[src/rtl/i2c_target_regs.sv]
// I2C target with a small register file, host read port and write-notify strobe.
// Optional SCL-stuck-low abort is compiled in with `define I2C_TARGET_TIMEOUT_EN.
module i2c_target_regs #(
  parameter logic [6:0] DEV_ADDR    = 7'h50,
  parameter int         NUM_REGS    = 16,
  parameter int         FILTER_LEN  = 3,
  parameter int         TIMEOUT_CYC = 65535,
  localparam int        AW          = $clog2(NUM_REGS)
) (
  input  logic          CLK,
  input  logic          RST_N,
  input  logic          SCL_IN,
  input  logic          SDA_IN,
  output logic          SDA_OUT,
  input  logic [AW-1:0] HOST_ADR,
  output logic [7:0]    HOST_DAT,
  output logic          WR_STB,
  output logic [AW-1:0] WR_ADR,
  output logic [7:0]    WR_DAT,
  output logic          BUSY,
  output logic [3:0]    DBG_STATE
);

  localparam int FW = (FILTER_LEN > 1) ? $clog2(FILTER_LEN) : 1;

  typedef enum logic [3:0] {
    S_IDLE      = 4'd0,
    S_ADDR      = 4'd1,
    S_ADDR_ACK  = 4'd2,
    S_PTR       = 4'd3,
    S_PTR_ACK   = 4'd4,
    S_WDATA     = 4'd5,
    S_WDATA_ACK = 4'd6,
    S_RDATA     = 4'd7,
    S_RACK      = 4'd8,
    S_IGNORE    = 4'd9
  } state_t;

  state_t r_state;
  state_t w_state_nxt;

  // Index 0 carries SCL, index 1 carries SDA through the same synchronizer/filter.
  logic [1:0]    r_sync1;
  logic [1:0]    r_sync2;
  logic [1:0]    r_flt;
  logic [1:0]    r_flt_d;
  logic [FW-1:0] r_fcnt [2];

  logic          r_sda_out;
  logic          r_busy;
  logic          r_wr_stb;
  logic [AW-1:0] r_wr_adr;
  logic [7:0]    r_wr_dat;
  logic [AW-1:0] r_ptr;
  logic [6:0]    r_shift;
  logic [2:0]    r_bcnt;
  logic          r_phase;
  logic          r_rw;
  logic [7:0]    r_regs [NUM_REGS];

  logic          w_scl;
  logic          w_sda;
  logic          w_scl_rise;
  logic          w_scl_fall;
  logic          w_start;
  logic          w_stop;
  logic          w_last;
  logic          w_timeout;
  logic [7:0]    w_byte;

  always_ff @(posedge CLK or negedge RST_N) begin
    if (!RST_N) begin
      r_sync1 <= 2'b11;
      r_sync2 <= 2'b11;
      r_flt   <= 2'b11;
      r_flt_d <= 2'b11;
      for (int i = 0; i < 2; i++) r_fcnt[i] <= '0;
    end else begin
      r_sync1 <= {SDA_IN, SCL_IN};
      r_sync2 <= r_sync1;
      r_flt_d <= r_flt;
      // A level is accepted on its FILTER_LEN-th consecutive differing sample.
      for (int i = 0; i < 2; i++) begin
        if (r_sync2[i] == r_flt[i]) begin
          r_fcnt[i] <= '0;
        end else if (r_fcnt[i] == FW'(FILTER_LEN - 1)) begin
          r_flt[i]  <= r_sync2[i];
          r_fcnt[i] <= '0;
        end else begin
          r_fcnt[i] <= r_fcnt[i] + 1'b1;
        end
      end
    end
  end

  assign w_scl      = r_flt[0];
  assign w_sda      = r_flt[1];
  assign w_scl_rise = r_flt[0] & ~r_flt_d[0];
  assign w_scl_fall = ~r_flt[0] & r_flt_d[0];
  assign w_start    = ~r_flt[1] & r_flt_d[1] & r_flt[0] & r_flt_d[0];
  assign w_stop     = r_flt[1] & ~r_flt_d[1] & r_flt[0] & r_flt_d[0];
  assign w_last     = w_scl_rise && (r_bcnt == 3'd7);
  assign w_byte     = {r_shift, w_sda};

`ifdef I2C_TARGET_TIMEOUT_EN
  localparam int TW = $clog2(TIMEOUT_CYC + 1);
  logic [TW-1:0] r_to_cnt;

  always_ff @(posedge CLK or negedge RST_N) begin
    if (!RST_N) begin
      r_to_cnt <= '0;
    end else if (r_busy && !w_scl) begin
      r_to_cnt <= r_to_cnt + 1'b1;
    end else begin
      r_to_cnt <= '0;
    end
  end

  assign w_timeout = r_busy & ~w_scl & (r_to_cnt == TW'(TIMEOUT_CYC - 1));
`else
  assign w_timeout = 1'b0;
`endif

  always_ff @(posedge CLK or negedge RST_N) begin
    if (!RST_N) r_state <= S_IDLE;
    else        r_state <= w_state_nxt;
  end

  always_comb begin
    w_state_nxt = r_state;
    if (w_stop || w_timeout) begin
      w_state_nxt = S_IDLE;
    end else if (w_start) begin
      w_state_nxt = S_ADDR;
    end else begin
      case (r_state)
        S_ADDR: begin
          if (w_last) w_state_nxt = (w_byte[7:1] == DEV_ADDR) ? S_ADDR_ACK : S_IGNORE;
        end
        S_ADDR_ACK: begin
          if (w_scl_fall && r_phase) w_state_nxt = r_rw ? S_RDATA : S_PTR;
        end
        S_PTR: begin
          if (w_last) w_state_nxt = S_PTR_ACK;
        end
        S_PTR_ACK: begin
          if (w_scl_fall && r_phase) w_state_nxt = S_WDATA;
        end
        S_WDATA: begin
          if (w_last) w_state_nxt = S_WDATA_ACK;
        end
        S_WDATA_ACK: begin
          if (w_scl_fall && r_phase) w_state_nxt = S_WDATA;
        end
        S_RDATA: begin
          if (w_last) w_state_nxt = S_RACK;
        end
        S_RACK: begin
          if (w_scl_rise && w_sda)        w_state_nxt = S_IGNORE;
          else if (w_scl_fall && r_phase) w_state_nxt = S_RDATA;
        end
        default: w_state_nxt = r_state;
      endcase
    end
  end

  // r_phase marks that the 9th SCL rise of an ACK slot has been seen.
  always_ff @(posedge CLK or negedge RST_N) begin
    if (!RST_N) begin
      r_sda_out <= 1'b1;
      r_busy    <= 1'b0;
      r_wr_stb  <= 1'b0;
      r_wr_adr  <= '0;
      r_wr_dat  <= '0;
      r_ptr     <= '0;
      r_shift   <= '0;
      r_bcnt    <= '0;
      r_phase   <= 1'b0;
      r_rw      <= 1'b0;
      for (int i = 0; i < NUM_REGS; i++) r_regs[i] <= '0;
    end else begin
      r_wr_stb <= 1'b0;
      if (w_stop || w_timeout) begin
        r_sda_out <= 1'b1;
        r_busy    <= 1'b0;
        r_bcnt    <= '0;
        r_phase   <= 1'b0;
      end else if (w_start) begin
        r_sda_out <= 1'b1;
        r_bcnt    <= '0;
        r_phase   <= 1'b0;
      end else begin
        case (r_state)
          S_ADDR: begin
            if (w_scl_rise) begin
              r_shift <= w_byte[6:0];
              r_bcnt  <= r_bcnt + 1'b1;
              if (w_last && (w_byte[7:1] == DEV_ADDR)) begin
                r_busy <= 1'b1;
                r_rw   <= w_byte[0];
              end
            end
          end
          S_PTR: begin
            if (w_scl_rise) begin
              r_shift <= w_byte[6:0];
              r_bcnt  <= r_bcnt + 1'b1;
              if (w_last) r_ptr <= w_byte[AW-1:0];
            end
          end
          S_WDATA: begin
            if (w_scl_rise) begin
              r_shift <= w_byte[6:0];
              r_bcnt  <= r_bcnt + 1'b1;
              if (w_last) begin
                r_regs[r_ptr] <= w_byte;
                r_wr_stb      <= 1'b1;
                r_wr_adr      <= r_ptr;
                r_wr_dat      <= w_byte;
                r_ptr         <= r_ptr + 1'b1;
              end
            end
          end
          S_ADDR_ACK, S_PTR_ACK, S_WDATA_ACK: begin
            if (w_scl_rise) r_phase <= 1'b1;
            if (w_scl_fall) begin
              if (!r_phase) begin
                r_sda_out <= 1'b0;
              end else begin
                r_phase <= 1'b0;
                r_bcnt  <= '0;
                if (r_state == S_ADDR_ACK && r_rw) begin
                  r_shift   <= r_regs[r_ptr][6:0];
                  r_sda_out <= r_regs[r_ptr][7];
                end else begin
                  r_sda_out <= 1'b1;
                end
              end
            end
          end
          S_RDATA: begin
            if (w_scl_rise) r_bcnt <= r_bcnt + 1'b1;
            if (w_scl_fall) begin
              r_sda_out <= r_shift[6];
              r_shift   <= {r_shift[5:0], 1'b0};
            end
          end
          S_RACK: begin
            if (w_scl_rise) begin
              r_phase <= 1'b1;
              if (!w_sda) r_ptr <= r_ptr + 1'b1;
            end
            if (w_scl_fall) begin
              if (!r_phase) begin
                r_sda_out <= 1'b1;
              end else begin
                r_phase   <= 1'b0;
                r_bcnt    <= '0;
                r_shift   <= r_regs[r_ptr][6:0];
                r_sda_out <= r_regs[r_ptr][7];
              end
            end
          end
          default: r_sda_out <= 1'b1;
        endcase
      end
    end
  end

  assign SDA_OUT   = r_sda_out;
  assign BUSY      = r_busy;
  assign WR_STB    = r_wr_stb;
  assign WR_ADR    = r_wr_adr;
  assign WR_DAT    = r_wr_dat;
  assign HOST_DAT  = r_regs[HOST_ADR];
  assign DBG_STATE = r_state;

endmodule

[config.mk]
export PLATFORM = sky130hd
export DESIGN_NAME = i2c_target_regs
export DESIGN_NICKNAME = d
export VERILOG_FILES = /design/src/rtl/i2c_target_regs.sv
export SDC_FILE = /design/constraint.sdc
export NUM_CORES = 1
export LEC_CHECK = 0
export CORE_MARGIN = 5
export CORE_UTILIZATION = 60
export CTS_CLUSTER_SIZE = 20
export DETAILED_ROUTE_END_ITERATION = 7
export HOLD_SLACK_MARGIN = 0.08
export PLACE_DENSITY = 0.87
export SLEW_MARGIN = 25
export SYNTH_ARGS = -nofsm -noshare
export SYNTH_HDL_FRONTEND = slang
export SYNTH_SLANG_ARGS = --single-unit
[constraint.sdc]
create_clock -name CLK -period 2.7 [get_ports CLK]
set_input_delay 0.27 -clock CLK [delete_from_list [all_inputs] [get_ports CLK]]
set_output_delay 0.27 -clock CLK [all_outputs]
set_load 0.05 [all_outputs]
==> summary by stage <==
Run status
The flow ran to the end, and the final reports show no timing, DRC or antenna violations.

Layout
The most common cell after layout, fill and taps aside is dfrtp_1. The non-filler instance count after layout is 957. The area growth from synthesis to layout is 13.7%. The number of nets in the layout is 770.

The number of antenna diodes in the final layout is 0. The library cells used most frequently in the layout, excluding fill and tap cells, are 165 x dfrtp_1, 135 x mux2_2, 59 x mux2i_1. Of the cells placed in the final design, the portion with a size suffix greater than 1 is 37.8%.

CTS
The number of clock buffers inserted by TritonCTS is 17. The worst-case clock buffer depth is 2. The number of post-CTS setup repair buffers is 0. The clock tree from TritonCTS is built. Clock tree synthesis selected as its root buffer the cell clkbuf_16. The maximum level of the CTS H-tree is 4. The later pin in the worst-skew pair is clocked with a latency of 440 ps. Clock-pin slew was measured on the worst setup and hold paths at 70 ps.

The TritonCTS sink count is 175.

Setup path
Data on the critical path arrives at its endpoint at 2160 ps. The largest single stage delay on the critical path is 940 ps. STA puts the critical path data required time at 2430 ps. The endpoint identified for the worst register-to-register timing path is r_regs[120]. The critical path is of the reg2out type. The number of cells on the worst reg-to-reg path is 4. The largest fanout of any net on the critical path is 20. The worst register-to-register path has a setup slack of 300 ps. For this design, the slowest cell found on the critical path is clkdlybuf4s50_1. The startpoint kind of the worst setup timing path is a flip-flop. The cell class contributing the biggest share of worst-path delay is buffers and inverters. The number of buffers and inverters on the critical path is 1. The worst setup path is captured at a primary output.

The start of the worst register-to-register path is DBG_STATE[2]. The critical path goes through clkdlybuf4s50_1.

Logic synthesis
The number of different library cells in the post-synthesis netlist is 55. In this run the cell area of the synthesized design comes to 9240 sq um. The number of synthesized register bits is 175. After technology mapping, the gate count stands at 714. The total number of yosys warnings is 0.

The net count after synthesis is 728. The register area share after synthesis is 47.5%. Of all flip-flops after synthesis, the portion carrying an async set or reset was 100%. The predominant post-synthesis flop cell is dfrtp_1.

After synthesis, the mean cell area works out to 12.9 sq um. Yosys mapped a number of flops with a built-in enable equal to 0.

Route
Before antenna repair, the detailed router went through 6 iterations. After detailed routing, the total wire length is 24.2 mm. The post-detailed-route count of antenna-violating nets is 0. After detailed routing, the number of remaining DRC violations is 0. For this block, the initial DRC count from the detailed router was 822.

Dividing the detail-routed wire length by the instance count gives 25.3 microns. After detailed routing, the number of vias per cell comes to 6.94. The total vias in the final route is 6,640.

GRT
The global-route wire length before repair is 38.6 mm. Global routing finished with a remaining overflow of 0. Across every metal layer, demand over resource in global routing totals 28.0%. The number of antenna violations at the first check in global routing is 1. The number of global-route vias before repair is 6,748. Entering global routing, the biggest net connects 78 pins.

STA
The smallest clock period supported by the final layout is computed as 2430 ps. Setup repair after global routing left no endpoint under its margin. The number of pins with negative max-slew slack in the final report came to 0. Dividing the final minimum period by the clock period gives 89.9%. The worst relative slew slack is 51.5%. The number of failing hold endpoints at the final stage is 0.

The achievable frequency is 412 MHz. The final-report setup violation count is 0. Setup total negative slack on the finished layout was measured at 0 ps. The clock arrives with 13.0 ps of skew.

The slew at the pin closest to its max-slew limit is 727 ps.

Floorplanning
The row count is 45. The number of top-level pins is 35. The horizontal extent of the die is 134 microns. For this configuration, the core starts out at a cell density of 61.0%. The die covers 18,000 sq um. In this run the vertical extent of the chip is 134 microns.

The core region area is 15,100 sq um.

Min path
Counting instances, the worst hold path has a depth of 1. The min-delay analysis places its worst path in the category in2reg. The path with the worst hold slack has its endpoint at r_sync1[0]. The worst min-delay path startpoint is SCL_IN.

Place
The HPWL after detailed placement is 16.0 mm. Routability-driven placement finished with a final weighted congestion of 0.953. During placement, the flow inserted port buffers numbering 34.

The total instance count after detailed placement is 924.

Pwr
The static leakage is 4.88 nW. In this run the power density over the cells is 817 nW/um^2. The worst IR drop on VDD is 521 uV.

Job
The count of max-cap constraint violations is 0.
cell usage after synthesis, drive strengths merged, types with 2 or more instances:
library cell	number	area (sq um)
nand4	8	50.1
dfstp	9	236
a21oi	16	83.8
a22o	2	17.5
ha	6	75.1
mux2	140	1580
nor3	12	70.1
nand3b	2	15.0
a22oi	26	195
nand3	15	75.1
o211ai	2	15.0
o22a	2	17.5
a31oi	3	18.8
inv	7	26.3
nand2	64	260
or3	2	12.5
buf	20	97.6
xnor2	4	35.0
o221ai	2	17.5
o21bai	2	15.0
mux2i	59	591
clkbuf	34	128
nor2b	7	43.8
nor4	3	18.8
or4b	2	20.0
nand2b	4	25.0
nor2	16	60.1
nor3b	4	52.6
o21a	2	15.0
a211oi	2	15.0
mux4	45	1010
o21ai	10	50.1
dfrtp	166	4150
o22ai	2	12.5
where the power goes:
group          internal, mW  switching [mW]  leakage [nW]  total, mW
clock network          1.33            1.11         0.280       2.44
logic                  1.15            1.81          2.21       2.97
registers              2.84           0.332          2.39       3.17
per-stage QoR:
stage          instance area, sq um  power, mW  setup WS, ps  util, %  hold slack [ps]
6_report                      10500       8.58           273     69.4              239
5_1_grt                       10500       8.93           186     69.4              239
4_1_cts                       10500       8.53           265     69.4              236
3_5_place_dp                   9910       6.08           321     65.4              330
3_3_place_gp                   9910       5.98           376     65.4              321
2_1_floorplan                  9240       5.13           353        -            -25.6
sequential cells by signal, indices dropped and copies added (netlist names), 2 cells and up:
signal / count
r_regs: 128
WR_DAT: 8
r_shift: 7
DBG_STATE: 4
WR_ADR: 4
r_fcnt: 4
r_ptr: 4
r_bcnt: 3
r_flt: 2
r_flt_d: 2
r_sync1: 2
r_sync2: 2
worst max path at each step:
stage / slack, ps / cells past startpoint / start / endpoint
finish: 270 / 1 / DBG_STATE[2] / DBG_STATE[2]
global placement: 380 / 5 / HOST_ADR[1] / HOST_DAT[2]
detailed placement: 320 / 4 / DBG_STATE[2] / r_regs[119]
global route: 190 / 5 / DBG_STATE[1] / DBG_STATE[3]
floorplan: 350 / 6 / DBG_STATE[3] / r_shift[0]
CTS: 260 / 1 / DBG_STATE[2] / DBG_STATE[2]
logic make-up (layout without fill, tap and decap cells):
logic type	Yosys count	after routing	synth area share, %
buf+inv	61	116	2.72
flops	175	175	47.5
simple gates	146	146	8.41
fa+ha+maj	6	6	0.812
compound gates	78	78	5.75
mux	244	244	34.4
xor+xnor	4	4	0.379
repair_timing:
item                      4_1_cts  5_1_grt
resized for setup               0        0
hold buffers                    1        0
hold endpoints to repair       72        0
final cells by class:
type / count / area, sq um
clock buffer: 18 / 439
timing repair buffer: 77 / 667
clock inverter: 14 / 146
inverter: 7 / 26.3
sequential: 175 / 4390
fill: 981 / 4640
tap: 188 / 235
multi-input combinational: 478 / 4600
metal layers:
layer / wire (microns) / vias to the layer above / track usage (%)
met2: 11500 / 407 / 44.7
met5: 13 / - / 0
met3: 2170 / 108 / 6.00
met4: 1190 / 2 / 13.0
li1: - / 2758 / -
met1: 9330 / 3365 / 37.0
(Power assumes the default switching activity.)
